$ cat config.mk
export PLATFORM = sky130hd
export DESIGN_NAME = decoder_seq_flat
export DESIGN_NICKNAME = d
export VERILOG_FILES = /design/src/rtl/decoder_seq_if.sv /design/src/rtl/decoder_seq.sv /design/src/flat_wrapper.sv
export SDC_FILE = /design/constraint.sdc
export NUM_CORES = 1
export LEC_CHECK = 0
export ABC_CLOCK_PERIOD_IN_PS = 3200
export BUFFER_PORTS_ARGS = -buffer_cell sky130_fd_sc_hd__buf_4
export CORE_MARGIN = 8
export CORE_UTILIZATION = 52
export DETAILED_ROUTE_END_ITERATION = 6
export PLACE_DENSITY = 0.8
export SETUP_SLACK_MARGIN = 0.3
export SYNTH_ARGS = -nofsm -noshare
export SYNTH_HDL_FRONTEND = slang
export SYNTH_SLANG_ARGS = --single-unit
$ cat constraint.sdc
create_clock -name clock -period 3.2 [get_ports clock]
set_input_delay 0.32 -clock clock [delete_from_list [all_inputs] [get_ports clock]]
set_output_delay 0.32 -clock clock [all_outputs]
set_load 0.01 [all_outputs]
$ cat src/rtl/decoder_seq_if.sv
// rtl/decoder_seq_if.sv - datapath-side signal bundle between the datapath and decoder_seq
interface decoder_seq_if #(
    parameter int IW = 8
);
    logic          ip_clock_enable;
    logic [IW-1:0] ip_IR;
    logic          ip_zero;
    logic          ip_carry;
    logic          ip_mem_ready;

    logic          op_en_in;
    logic [4:0]    op_alu_sel;
    logic          op_alu_cin;
    logic          op_mux_a;
    logic          op_mux_b;
    logic          op_en_da;
    logic          op_en_out;
    logic          op_en_pc;
    logic          op_pc_inc;
    logic          op_RAM_we;
    logic          op_halted;
    logic          op_illegal;
    logic          op_fault;
    logic [2:0]    op_state;

    modport master (
        output ip_clock_enable, ip_IR, ip_zero, ip_carry, ip_mem_ready,
        input  op_en_in, op_alu_sel, op_alu_cin, op_mux_a, op_mux_b, op_en_da,
               op_en_out, op_en_pc, op_pc_inc, op_RAM_we, op_halted, op_illegal,
               op_fault, op_state
    );

    modport slave (
        input  ip_clock_enable, ip_IR, ip_zero, ip_carry, ip_mem_ready,
        output op_en_in, op_alu_sel, op_alu_cin, op_mux_a, op_mux_b, op_en_da,
               op_en_out, op_en_pc, op_pc_inc, op_RAM_we, op_halted, op_illegal,
               op_fault, op_state
    );
endinterface

$ cat src/rtl/decoder_seq.sv
// rtl/decoder_seq.sv - FETCH/DECODE/EXEC/MEM/HALT instruction sequencer for the 8-bit CPU
module decoder_seq #(
    parameter int IW          = 8,
    parameter int MEM_TIMEOUT = 8
) (
    input  logic         clock,
    input  logic         ip_clear,
    decoder_seq_if.slave bus
);
    typedef enum logic [2:0] {
        S_FETCH  = 3'd0,
        S_DECODE = 3'd1,
        S_EXEC   = 3'd2,
        S_MEM    = 3'd3,
        S_HALT   = 3'd4
    } state_t;

    state_t     r_state;
    state_t     w_next;
    // Only the opcode and the two modifier bits below it are ever consulted.
    logic [5:0] r_ir;
    logic       r_zero;
    logic       r_carry;
    logic [7:0] r_mem_cnt;

    logic [3:0] w_opcode;
    logic       w_taken;
    logic       w_timeout;
    logic       w_en_in;
    logic [4:0] w_alu_sel;
    logic       w_alu_cin;
    logic       w_mux_a;
    logic       w_mux_b;
    logic       w_en_da;
    logic       w_en_out;
    logic       w_en_pc;
    logic       w_pc_inc;
    logic       w_ram_we;
    logic       w_illegal;
    logic       w_fault;

    assign w_opcode  = r_ir[5:2];
    assign w_taken   = (r_ir[1] ? r_carry : r_zero) ^ r_ir[0];
    assign w_timeout = (r_mem_cnt == 8'(MEM_TIMEOUT - 1)) && !bus.ip_mem_ready;

    always_ff @(posedge clock) begin
        if (ip_clear) begin
            r_state   <= S_FETCH;
            r_ir      <= '0;
            r_zero    <= 1'b0;
            r_carry   <= 1'b0;
            r_mem_cnt <= '0;
        end else if (bus.ip_clock_enable) begin
            r_state <= w_next;
            if (r_state == S_FETCH) begin
                r_ir <= bus.ip_IR[IW-1:IW-6];
            end
            if (r_state == S_DECODE) begin
                r_zero  <= bus.ip_zero;
                r_carry <= bus.ip_carry;
            end
            // Zero outside MEM, so every MEM entry starts counting from 0.
            r_mem_cnt <= (r_state == S_MEM) ? r_mem_cnt + 8'd1 : 8'd0;
        end
    end

    always_comb begin
        w_next    = r_state;
        w_en_in   = 1'b0;
        w_alu_sel = 5'd0;
        w_alu_cin = 1'b0;
        w_mux_a   = 1'b0;
        w_mux_b   = 1'b0;
        w_en_da   = 1'b0;
        w_en_out  = 1'b0;
        w_en_pc   = 1'b0;
        w_pc_inc  = 1'b0;
        w_ram_we  = 1'b0;
        w_illegal = 1'b0;
        w_fault   = 1'b0;
        case (r_state)
            S_FETCH: begin
                w_en_in = 1'b1;
                w_next  = S_DECODE;
            end
            S_DECODE: begin
                w_next = (w_opcode == 4'hF) ? S_HALT : S_EXEC;
            end
            S_EXEC: begin
                w_next = S_FETCH;
                case (w_opcode)
                    4'h0, 4'h1, 4'h2, 4'h3, 4'h4, 4'h5, 4'h6: begin
                        w_alu_sel = {1'b0, w_opcode};
                        w_mux_b   = r_ir[1];
                        w_en_da   = 1'b1;
                        w_pc_inc  = 1'b1;
                        w_alu_cin = (w_opcode == 4'h5) && r_carry;
                    end
                    4'h7: begin
                        w_ram_we = 1'b1;
                        w_pc_inc = 1'b1;
                        w_next   = S_MEM;
                    end
                    4'h8: w_en_pc = 1'b1;
                    4'h9: begin
                        w_en_pc  = w_taken;
                        w_pc_inc = !w_taken;
                    end
                    4'hA: begin
                        w_mux_a  = 1'b1;
                        w_en_da  = 1'b1;
                        w_pc_inc = 1'b1;
                    end
                    4'hB: w_pc_inc = 1'b1;
                    4'hE: begin
                        w_en_out = 1'b1;
                        w_pc_inc = 1'b1;
                    end
                    4'hC, 4'hD: begin
                        w_illegal = 1'b1;
                        w_pc_inc  = 1'b1;
                    end
                    default: ;
                endcase
            end
            S_MEM: begin
                // Ready on the last allowed cycle still wins over the timeout.
                w_ram_we = !w_timeout;
                w_fault  = w_timeout;
                if (bus.ip_mem_ready || w_timeout) begin
                    w_next = S_FETCH;
                end
            end
            S_HALT:  w_next = S_HALT;
            default: w_next = S_FETCH;
        endcase
    end

    always_comb begin
        bus.op_en_in   = 1'b0;
        bus.op_alu_sel = 5'd0;
        bus.op_alu_cin = 1'b0;
        bus.op_mux_a   = 1'b0;
        bus.op_mux_b   = 1'b0;
        bus.op_en_da   = 1'b0;
        bus.op_en_out  = 1'b0;
        bus.op_en_pc   = 1'b0;
        bus.op_pc_inc  = 1'b0;
        bus.op_RAM_we  = 1'b0;
        bus.op_halted  = 1'b0;
        bus.op_illegal = 1'b0;
        bus.op_fault   = 1'b0;
        bus.op_state   = 3'd0;
        if (!ip_clear) begin
            bus.op_state   = r_state;
            bus.op_halted  = (r_state == S_HALT);
            bus.op_alu_sel = w_alu_sel;
            bus.op_alu_cin = w_alu_cin;
            bus.op_mux_a   = w_mux_a;
            bus.op_mux_b   = w_mux_b;
            if (bus.ip_clock_enable) begin
                bus.op_en_in   = w_en_in;
                bus.op_en_da   = w_en_da;
                bus.op_en_out  = w_en_out;
                bus.op_en_pc   = w_en_pc;
                bus.op_pc_inc  = w_pc_inc;
                bus.op_RAM_we  = w_ram_we;
                bus.op_illegal = w_illegal;
                bus.op_fault   = w_fault;
            end
        end
    end
endmodule

$ cat src/flat_wrapper.sv
// flat-port wrapper written by rule: the top's interface ports become plain ports
module decoder_seq_flat 
#(
    parameter int IW          = 8,
    parameter int MEM_TIMEOUT = 8
)
  (clock, ip_clear, bus_ip_clock_enable, bus_ip_IR, bus_ip_zero, bus_ip_carry, bus_ip_mem_ready, bus_op_en_in, bus_op_alu_sel, bus_op_alu_cin, bus_op_mux_a, bus_op_mux_b, bus_op_en_da, bus_op_en_out, bus_op_en_pc, bus_op_pc_inc, bus_op_RAM_we, bus_op_halted, bus_op_illegal, bus_op_fault, bus_op_state);
  decoder_seq_if #(.IW(IW)) bus_i ();
  input  logic clock;
  input  logic ip_clear;
  input wire logic [$bits(bus_i.ip_clock_enable)-1:0] bus_ip_clock_enable;
  input wire logic [$bits(bus_i.ip_IR)-1:0] bus_ip_IR;
  input wire logic [$bits(bus_i.ip_zero)-1:0] bus_ip_zero;
  input wire logic [$bits(bus_i.ip_carry)-1:0] bus_ip_carry;
  input wire logic [$bits(bus_i.ip_mem_ready)-1:0] bus_ip_mem_ready;
  output wire logic [$bits(bus_i.op_en_in)-1:0] bus_op_en_in;
  output wire logic [$bits(bus_i.op_alu_sel)-1:0] bus_op_alu_sel;
  output wire logic [$bits(bus_i.op_alu_cin)-1:0] bus_op_alu_cin;
  output wire logic [$bits(bus_i.op_mux_a)-1:0] bus_op_mux_a;
  output wire logic [$bits(bus_i.op_mux_b)-1:0] bus_op_mux_b;
  output wire logic [$bits(bus_i.op_en_da)-1:0] bus_op_en_da;
  output wire logic [$bits(bus_i.op_en_out)-1:0] bus_op_en_out;
  output wire logic [$bits(bus_i.op_en_pc)-1:0] bus_op_en_pc;
  output wire logic [$bits(bus_i.op_pc_inc)-1:0] bus_op_pc_inc;
  output wire logic [$bits(bus_i.op_RAM_we)-1:0] bus_op_RAM_we;
  output wire logic [$bits(bus_i.op_halted)-1:0] bus_op_halted;
  output wire logic [$bits(bus_i.op_illegal)-1:0] bus_op_illegal;
  output wire logic [$bits(bus_i.op_fault)-1:0] bus_op_fault;
  output wire logic [$bits(bus_i.op_state)-1:0] bus_op_state;
  assign bus_i.ip_clock_enable = bus_ip_clock_enable;
  assign bus_i.ip_IR = bus_ip_IR;
  assign bus_i.ip_zero = bus_ip_zero;
  assign bus_i.ip_carry = bus_ip_carry;
  assign bus_i.ip_mem_ready = bus_ip_mem_ready;
  assign bus_op_en_in = bus_i.op_en_in;
  assign bus_op_alu_sel = bus_i.op_alu_sel;
  assign bus_op_alu_cin = bus_i.op_alu_cin;
  assign bus_op_mux_a = bus_i.op_mux_a;
  assign bus_op_mux_b = bus_i.op_mux_b;
  assign bus_op_en_da = bus_i.op_en_da;
  assign bus_op_en_out = bus_i.op_en_out;
  assign bus_op_en_pc = bus_i.op_en_pc;
  assign bus_op_pc_inc = bus_i.op_pc_inc;
  assign bus_op_RAM_we = bus_i.op_RAM_we;
  assign bus_op_halted = bus_i.op_halted;
  assign bus_op_illegal = bus_i.op_illegal;
  assign bus_op_fault = bus_i.op_fault;
  assign bus_op_state = bus_i.op_state;
  decoder_seq #(.IW(IW), .MEM_TIMEOUT(MEM_TIMEOUT)) u_core (.clock(clock), .ip_clear(ip_clear), .bus(bus_i));
endmodule
After elaboration in Yosys (flattened, before gate mapping) --
Cells that the tools add are included.
Operators by class: equality and inequality tests 21, mux-type cells 50, reduce and logical (&&, ||, !) cells 15, add/sub/neg operators 1, bitwise gates (word level) 1
Operators by type and width (number):
- $mux W1 | 38
- $eq A4 B4 Y1 const B | 8
- $eq A4 B3 Y1 const B | 4
- $pmux W3 S5 | 1
- $reduce_or A13 Y1 | 1
- $mux W5 | 2
- $mux W3 | 3
- $add A8 B1 Y8 const B | 1
- $eq A4 B2 Y1 const B | 2
- $eq A8 B3 Y1 const B | 1
- $mux W8 | 1
- $reduce_or A8 Y1 | 1
- $reduce_or A7 Y1 | 1
- $eq A3 B2 Y1 const B | 2
- $pmux W1 S2 | 3
- $reduce_and A2 Y1 | 3
- $eq A4 B1 Y1 const B | 1
- $logic_not A4 Y1 | 1
- $mux W4 | 1
- $eq A3 B1 Y1 const B | 1
- $eq A3 B3 Y1 const B | 1
- $logic_not A1 Y1 | 3
- $logic_not A3 Y1 | 1
- $logic_and A1 B1 Y1 | 2
- 5 further kinds | 5
Storage, ports and cells: flip-flop bits (word level) 19, output and inout port bits 20, bits of input ports 14

Depth between registers and ports, before layout --
Gate-level depths: netlist of run 1.
depth in word-level cells 7, mapped depth 5, depth with buffers taken out 5

Worst setup path before layout of run 1 --
OpenSTA, ideal clock, no wires.
path type register to output, from register u_core.r_mem_cnt[0], to output port bus_op_fault, buffers on the path 0, stages on the path, launching flop included 5, data required time 2.880 ns, setup slack 1.432 ns, arrival 1.448 ns, path through dfxtp_1 ha_1 nor4b_1 nand3_1 nor4_1
Between the ends: word-level cells in the longest chain between the ends 5
Ends and longest elaborated chain:
- start: declaration | RTL line decoder_seq.sv:24 | logic [7:0] r_mem_cnt;
- start signal: assignment | RTL line decoder_seq.sv:63 | r_mem_cnt <= (r_state == S_MEM) ? r_mem_cnt + 8'd1 : 8'd0;
- $eq A8 B3 Y1 | RTL line decoder_seq.sv:44 | assign w_timeout = (r_mem_cnt == 8'(MEM_TIMEOUT - 1)) && !bus.ip_mem_ready;
- $logic_and A1 B1 Y1 | RTL line decoder_seq.sv:44
- $mux W1 | RTL line decoder_seq.sv:81 | case (r_state)
- $mux W1 | RTL line decoder_seq.sv:161 | if (bus.ip_clock_enable) begin
- $mux W1 | RTL line decoder_seq.sv:154 | if (!ip_clear) begin
- end: declaration | RTL line flat_wrapper.sv:28 | output wire logic [$bits(bus_i.op_fault)-1:0] bus_op_fault;
Every way passes these cells.

Worst setup path after layout of run 1 --
from register u_core.r_state[1], to output port bus_op_en_pc
Between the ends: word-level cells in the longest chain between the ends 4
Ends and longest elaborated chain:
- start: declaration | RTL line decoder_seq.sv:18 | state_t r_state;
- start signal: assignment | RTL line decoder_seq.sv:54 | r_state <= w_next;
- $eq A3 B2 Y1 | RTL line decoder_seq.sv:81
- $mux W1 | RTL line decoder_seq.sv:81
- $mux W1 | RTL line decoder_seq.sv:161
- $mux W1 | RTL line decoder_seq.sv:154
- end: declaration | RTL line flat_wrapper.sv:23 | output wire logic [$bits(bus_i.op_en_pc)-1:0] bus_op_en_pc;
Every way passes these cells.

==> results.toml, run 1 <==
[critical_path]
crit_chain = "nand2b_1 > nor3_2 > nand3_2 > a2111oi_2 > buf_4"
crit_type = "reg2out"
slowest_delay_ns = 0.61
startpoint_type = "flip-flop"
cp-end-kind = "primary output"
ff2ff_path_depth = 5
regToRegStartpoint = "u_core.r_mem_cnt[0]"
crit_required_ns = 2.88
cp_slowest_cell = "dfxtp_1"
crit_fanout = 13
reg2reg_slack_ns = 1.58
r2r_end = "u_core.r_state[0]"
crit_arrival_ns = 1.97

[drt]
drtAntennaViolNets = 0
viasPerCell = 5.59
routed_wl_um = 2720
routedWlPerCell_um = 14.1
drc = 0
drt_iter0_markers = 34
first_pass_iters = 4
vias = 1073

[power_and_ir_drop]
vdd_ir_drop_max_uv = 283
switching_share = 0.279
internal_power_uw = 327
combPwrFrac = 0.144
power_density_nw_per_um2 = 329
p_sw_uw = 126
pwr-share-seq = 0.587
power_frac_clock = 0.269
p_leak_nw = 0.516

[grt]
antenna_found_initial = 0
grt_pass1_wl_um = 4800
grt_max_degree = 21
grtUsageTotal = 0.142
grt_pass1_vias = 1117
gr-total-overflow = 0

[sta]
finClkSkew_ns = 0.00529
fin_setup_tns_ns = 0
finalHoldViolations = 0
maxSlewHeadroom = 0.598
worst_slew_pin_slew_ns = 0.601
timing.fmax_mhz = 436
setup_violations = 0
min_period_over_period = 0.716
rsz0062_at_grt = "false"
period_minus_slack_ns = 2.29
slew_viol_final = 0

[clock_network]
postCtsSetupRepairBufs = 0
cts_buffers = 3
cts-resized-gates = 0
cts_hold_buf = 0
cts_tree = "yes"
htree_levels = 1
clk_pin_slew_ns = 0.11
cts_root_buf = "clkbuf_4"
clkLatencyLatePin_ns = 0.30
cts_max_path_buffers = 2
clkSinkCount = 19

[synth]
syn_area_um2 = 1150
ys_dominant_reg_cell = "dfxtp_1"
synth_top_area_cell = "dfxtp_1"
netlist_instances = 141
ys_ff_latch = 19
syn_area_per_cell_um2 = 8.19
synth_common_cells = "dfxtp_1, nor2_1, a21oi_1"
yosys.cell_types.count = 41
synth_most_common_cell = "dfxtp_1"
yosysSeqAreaShare = 0.329
synth_edf_count = 0
ys_async_sr_fraction = 0
yosys.area.top_type_share = 0.329
ys_top_cells_by_area = "dfxtp_1, nor2_1, a21oi_1"
synth.yosys.warnings = 0

[final_layout]
antenna_cells = 0
layout.area.seq_um2 = 380
fillCellCount = 220
nNetsFinal = 180
final_area_um2 = 1370
drive_above_1_share = 0.256
area_growth_syn_to_layout_pct = 19.0
multiInputGateArea_um2 = 703

[floorplan]
die_h_um = 63.1
initial_utilization = 0.538
chipWidth_um = 63.1
die-area_um2 = 3980
core-area_um2 = 2150
rows = 17
pin_count = 34

[job]
max_cap_viol_count = 0

[worst_hold_path]
holdPathEnd = "u_core.r_ir[5]"
hold_class = "in2reg"
min_path_cells = 3
hp-start = "bus_ip_IR[7]"

[place]
placed_cell_area_um2 = 1350
io_buffers = 29
post-dp-hpwl_um = 2090
place_congestion = 0.794

[outcome]
status = "completed"
logic make-up after synthesis:
group / Yosys count / share of synthesized area
adders and majority gates: 1 / 0.0108
buffers and inverters: 14 / 0.0650
DFF: 19 / 0.329
other: 1 / 0.00325
xor gates and xnor gates: 6 / 0.0455
and+or+nand+nor: 69 / 0.362
muxes: 6 / 0.0520
AOI/OAI and AO/OA: 25 / 0.132
routing by layer:
layer / up-vias / share of wire / global-route usage
li1: 545 / - / -
met1: 497 / 0.41 / 0.148
met2: 27 / 0.52 / 0.251
met3: 4 / 0.064 / 0.0406
met4: 0 / 0.011 / 0.0741
met5: - / 0 / 0
final cells by class:
| class | instances | area share |
|---|---|---|
| clock buffers | 4 | 0.0191 |
| well taps | 28 | 0.0255 |
| inverters | 3 | 0.00820 |
| repair buffers | 29 | 0.158 |
| flip-flops and latches | 19 | 0.277 |
| multi-input cells | 109 | 0.512 |
metrics by stage:
stage,std cells,setup slack [ns],power (mW),hold WS (ns),utilization
6_report,192,0.908,0.453,0.249,0.639
5_1_grt,192,0.750,0.479,0.257,0.639
4_1_cts,192,0.881,0.459,0.244,0.639
3_5_place_dp,188,1.24,0.336,0.492,0.627
3_3_place_gp,188,1.29,0.333,0.465,0.627
2_1_floorplan,142,1.43,0.318,0.453,-
registers in the layout, summed over array words and instances (netlist names):
name and flops:
u_core.r_zero 1, u_core.r_mem_cnt 8, u_core.r_carry 1, u_core.r_state 3
u_core.r_ir 6
layout by cell type, fill, tap and decap left out, types with 3 or more instances in the layout:
| cell type | synthesis | routed |
|---|---|---|
| nand4_1 | 4 | 4 |
| inv_1 | 3 | 3 |
| and3_1 | 5 | 5 |
| clkbuf_4 | 0 | 3 |
| nor4_2 | 3 | 3 |
| buf_4 | 3 | 29 |
| mux2i_1 | 6 | 6 |
| nor2b_1 | 3 | 3 |
| o21ai_0 | 4 | 4 |
| nor4_1 | 3 | 3 |
| dfxtp_1 | 19 | 19 |
| nor2_1 | 17 | 17 |
| xor2_1 | 4 | 4 |
| nand2_1 | 10 | 10 |
| nand2b_1 | 7 | 7 |
| nand3_1 | 3 | 3 |
| a21oi_1 | 12 | 12 |
power by group through the flow:
stage | combinational [mW] | clock, mW | sequential [mW]
final | 0.0651 | 0.122 | 0.266
after CTS | 0.0656 | 0.128 | 0.265
after floorplan | 0.0595 | 0 | 0.258
after global routing | 0.0734 | 0.138 | 0.268
after global placement | 0.0632 | 0 | 0.270
after detailed placement | 0.0655 | 0 | 0.271
critical path: cells and delay by family, from the launching register on:
| kind | cells | cell delay [ns] |
|---|---|---|
| AO/OA/AOI/OAI | 1 | 0.35 |
| buffers and inverters | 1 | 0.18 |
| flip-flops | 1 | 0.61 |
| AND/OR/NAND/NOR | 3 | 0.53 |
how the worst max path moves through the flow:
stage | from | endpoint | slack, ns
after floorplan | u_core.r_mem_cnt[0] | bus_op_fault | 1.43
after global placement | u_core.r_mem_cnt[0] | bus_op_fault | 1.29
after detailed placement | u_core.r_state[1] | bus_op_en_pc | 1.24
after CTS | u_core.r_state[1] | bus_op_en_pc | 0.88
after global routing | u_core.r_mem_cnt[0] | bus_op_fault | 0.75
final | u_core.r_state[1] | bus_op_en_pc | 0.91
Note: power is estimated with default switching activity, not from simulation.
==> inputs of run 2 (changes only) <==
- ABC_CLOCK_PERIOD_IN_PS: 3200 -> 2100
- CORE_UTILIZATION: 52 -> 45
- PLACE_DENSITY: 0.8 -> 0.74
- clock period: 3.2 -> 2.1 ns (I/O delays scaled with it)
==> run 2 against run 1 <==
- flip-flop and latch count stayed put
- count of clock-buffer cells in the layout is 1 lower
- first-iteration DRC count increased by 71%
- register-to-register slack lost 1.0 ns
==> results.toml, run 2 (synthesized netlist as in run 1, its figures left out) <==
[outcome]
status = "completed"

[critical_path]
critical_path_buf_inv_count = 1
crit_required_ns = 1.89
crit_arrival_ns = 1.65
crit_family = "flip-flops"
crit_type = "reg2out"
crit_chain = "mux2i_4 > xor2_4 > a2111oi_4 > nor3b_2 > buf_4"
crit_fanout = 2
slowest_delay_ns = 0.38
startpoint_type = "flip-flop"
cp_slowest_cell = "dfxtp_4"
cp-end-kind = "primary output"

[drt]
vias = 1181
first_pass_iters = 4
routed_wl_um = 3140
drt_iter0_markers = 58
drtAntennaViolNets = 0
drc = 0
viasPerCell = 5.49
routedWlPerCell_um = 14.6

[final_layout]
fillCellCount = 187
multiInputGateArea_um2 = 892
layout.area.seq_um2 = 407
regMostFlops = "u_core.r_mem_cnt"
nNetsFinal = 201
largest_reg_flops = 8
top_regs = "u_core.r_mem_cnt x8, u_core.r_ir x6, u_core.r_state x3"
area_growth_syn_to_layout_pct = 53.5
drive_above_1_share = 0.476
antenna_cells = 0
final_cell_mix = "buf_4, nor2_1, a21oi_1"
final_common_cell = "buf_4"

[power_and_ir_drop]
p_leak_nw = 0.647
vdd_ir_drop_max_uv = 391
power_uw = 758
power_density_nw_per_um2 = 428

[sta]
fin_setup_tns_ns = 0
timing.fmax_mhz = 539
worst_slew_pin_slew_ns = 0.602
slew_viol_final = 0
period_minus_slack_ns = 1.86
setup_violations = 0
rsz0062_at_grt = "true"
maxSlewHeadroom = 0.597
min_period_over_period = 0.884
finalHoldViolations = 0
finClkSkew_ns = 0.00494

[grt]
grtUsageTotal = 0.134
grt_pass1_wl_um = 4750
antenna_found_initial = 0
grt_pass1_vias = 1051
grt_max_degree = 21
gr-total-overflow = 0

[floorplan]
die_h_um = 66.7
core-area_um2 = 2450
rows = 18
initial_utilization = 0.470
die-area_um2 = 4440
chipWidth_um = 66.7
pin_count = 34

[clock_network]
cts_max_path_buffers = 2
cts_buffers = 3
cts_tree = "yes"
htree_levels = 1
clkSinkCount = 19
cts_root_buf = "clkbuf_4"
clkLatencyLatePin_ns = 0.31
clk_pin_slew_ns = 0.12

[place]
place_congestion = 0.850
post-dp-hpwl_um = 2010
io_buffers = 29

[job]
max_cap_viol_count = 0

[worst_hold_path]
hold_class = "in2reg"
run 2: power breakdown:
group / switching [mW] / internal [mW] / leakage (nW) / total, mW
clock network: 0.126 / 0.0712 / 0.0177 / 0.197
registers: 0.0315 / 0.373 / 0.160 / 0.404
logic: 0.0760 / 0.0811 / 0.469 / 0.157
run 2: per-stage QoR:
stage	hold WS, ns	utilization	cells	area (µm²)	worst slack (ns)
after floorplan	0.346	-	142	1160	0.442
after global placement	0.445	0.553	191	1360	0.301
after detailed placement	0.452	0.553	191	1360	0.296
after CTS	0.126	0.627	200	1540	0.185
after global routing	0.140	0.722	215	1770	0.159
final	0.133	0.722	215	1770	0.244
run 2: routing by layer:
layer,up-vias,wire (µm),GRT usage
li1,586,-,-
met1,560,1300,0.159
met2,32,1600,0.227
met3,3,211,0.0268
met4,0,30,0.0560
met5,-,0,0
run 2: final cells by class:
class | instances | area share
Multi-Input combinational cell | 109 | 0.503
Inverter | 3 | 0.00635
Timing Repair Buffer | 50 | 0.224
Clock inverter | 1 | 0.00282
Tap cell | 30 | 0.0212
Clock buffer | 3 | 0.0127
Sequential cell | 19 | 0.229
run 2: final timing paths:
path / from / end / slack, ns / depth (start not counted)
min reg2reg: u_core.r_zero / u_core.r_zero / 0.53 / 2
min: bus_ip_IR[2] / u_core.r_ir[0] / 0.13 / 3
max: u_core.r_ir[1] / bus_op_pc_inc / 0.24 / 5
max reg2reg: u_core.r_state[1] / u_core.r_ir[2] / 0.56 / 4
run 2: what timing repair did:
| item | 4_1_cts | 5_1_grt |
|---|---|---|
| hold buffers | 0 | 0 |
| gates resized for setup | 26 | 23 |
| endpoints found under the setup margin | 12 | 12 |
| gates cloned | 0 | 0 |
| pin swaps | 12 | 16 |
| buffers inserted | 5 | 15 |
| endpoints found under the hold margin | 0 | 0 |
run 2: worst register-to-register path, delay by kind of cell (launching register included):
family	cells	cell delay, ns
flops	1	0.35
buf+inv	1	0.19
mux	1	0.26
simple gates	2	0.65
==> inputs of run 3 (changes only) <==
- MAX_ROUTING_LAYER: unset -> met4
==> run 3 against run 2 <==
- total power about the same
- sequential power about the same
- design area stayed put
- register-to-register slack barely moved
- worst hold slack better by 0.00063 ns
- critical path type unchanged
- critical path depth unchanged
- largest cell class unchanged
- setup slack is essentially flat
- clock skew decreased by 0.00084 ns
- routed wire length fell by 0.22%
- via count hardly changed
- utilization did not move
==> results.toml, run 3 (synthesized netlist as in run 1, its figures left out) <==
[final_layout]
area_growth_syn_to_layout_pct = 53.5
layout.area.seq_um2 = 407
drive_above_1_share = 0.476
final_common_cell = "buf_4"
largest_reg_flops = 8
fillCellCount = 187
antenna_cells = 0
multiInputGateArea_um2 = 892
top_regs = "u_core.r_mem_cnt x8, u_core.r_ir x6, u_core.r_state x3"
final_cells = 215
nNetsFinal = 201
final_cell_mix = "buf_4, nor2_1, a21oi_1"
regMostFlops = "u_core.r_mem_cnt"

[grt]
met1_usage = 0.160
use_met2 = 0.226
gr-total-overflow = 0
grt_pass1_vias = 1050
grtUsageTotal = 0.138
grt_pass1_wl_um = 4760
grt_busiest_layer = "met2"
grt_use_met3 = 0.0268
grt_max_degree = 21
antenna_found_initial = 0

[clock_network]
htree_levels = 1
clkSinkCount = 19
cts_tree = "yes"
cts_hold_buf = 0
cts_root_buf = "clkbuf_4"
cts_max_path_buffers = 2
cts_buffers = 3
clkLatencyLatePin_ns = 0.31
clk_pin_slew_ns = 0.12

[sta]
maxSlewHeadroom = 0.597
finalHoldViolations = 0
slew_viol_final = 0
worst_slew_pin_slew_ns = 0.602
min_period_over_period = 0.884
finClkSkew_ns = 0.00410
rsz0062_at_grt = "true"
period_minus_slack_ns = 1.86
setup_violations = 0
timing.fmax_mhz = 539
fin_setup_tns_ns = 0

[floorplan]
initial_utilization = 0.470
die_h_um = 66.7
rows = 18
chipWidth_um = 66.7
die-area_um2 = 4440
core-area_um2 = 2450
pin_count = 34

[critical_path]
startpoint_type = "flip-flop"
crit_fanout = 2
crit_arrival_ns = 1.65
crit_required_ns = 1.89
cp-end-kind = "primary output"
crit_type = "reg2out"

[power_and_ir_drop]
power_density_nw_per_um2 = 428
p_leak_nw = 0.647
vdd_ir_drop_max_uv = 391

[place]
place_congestion = 0.864
io_buffers = 29
post-dp-hpwl_um = 2010
dp.cells = 191

[outcome]
status = "completed"

[drt]
first_pass_iters = 4
drt_iter0_markers = 62
drtAntennaViolNets = 0
routed_wl_um = 3140
vias = 1182
routedWlPerCell_um = 14.6
viasPerCell = 5.50
drc = 0

[job]
max_cap_viol_count = 0

[worst_hold_path]
hold_class = "in2reg"
## run 3: power by group
group	total [mW]	switching [mW]	leakage, nW	internal (mW)
registers	0.404	0.0315	0.160	0.373
logic	0.157	0.0761	0.469	0.0811
clock network	0.196	0.125	0.0177	0.0712
total	0.758	0.233	0.647	0.525
## run 3: final cells by class
| type | count | area share |
|---|---|---|
| Tap cell | 30 | 0.0212 |
| Clock inverter | 1 | 0.00282 |
| Timing Repair Buffer | 50 | 0.224 |
| Sequential cell | 19 | 0.229 |
| Multi-Input combinational cell | 109 | 0.503 |
| Inverter | 3 | 0.00635 |
| Clock buffer | 3 | 0.0127 |
## run 3: per-layer routing
metal / share of wire / vias up
li1: - / 586
met2: 0.51 / 32
met4: 0.011 / 0
met5: 0 / -
met3: 0.066 / 5
met1: 0.42 / 559
## run 3: worst max-delay path: stages, from the launching register on
cell	delay (ns)
dfxtp_4	0.38
mux2i_4	0.28
xor2_4	0.13
a2111oi_4	0.32
nor3b_2	0.08
buf_4	0.15
## run 3: timing repair
item / in CTS / in global routing
buffers inserted: 5 / 15
pin swaps: 12 / 16
resized for setup: 26 / 23
endpoints found under the setup margin: 12 / 12
## run 3: worst paths after layout
path | startpoint | end | slack, ns | cells past startpoint
setup / recovery | u_core.r_ir[1] | bus_op_pc_inc | 0.24 | 5
hold / removal | bus_ip_IR[2] | u_core.r_ir[0] | 0.13 | 3
setup reg to reg | u_core.r_state[1] | u_core.r_ir[2] | 0.56 | 4
hold reg to reg | u_core.r_zero | u_core.r_zero | 0.53 | 2
## run 3: through the flow
stage	hold slack, ns	util	cell area (µm²)	power [mW]	setup WS [ns]
2_1_floorplan	0.346	-	1160	0.484	0.442
3_3_place_gp	0.445	0.553	1360	0.510	0.301
3_5_place_dp	0.452	0.553	1360	0.513	0.296
4_1_cts	0.126	0.627	1540	0.722	0.185
5_1_grt	0.140	0.722	1770	0.787	0.159
6_report	0.134	0.722	1770	0.758	0.244
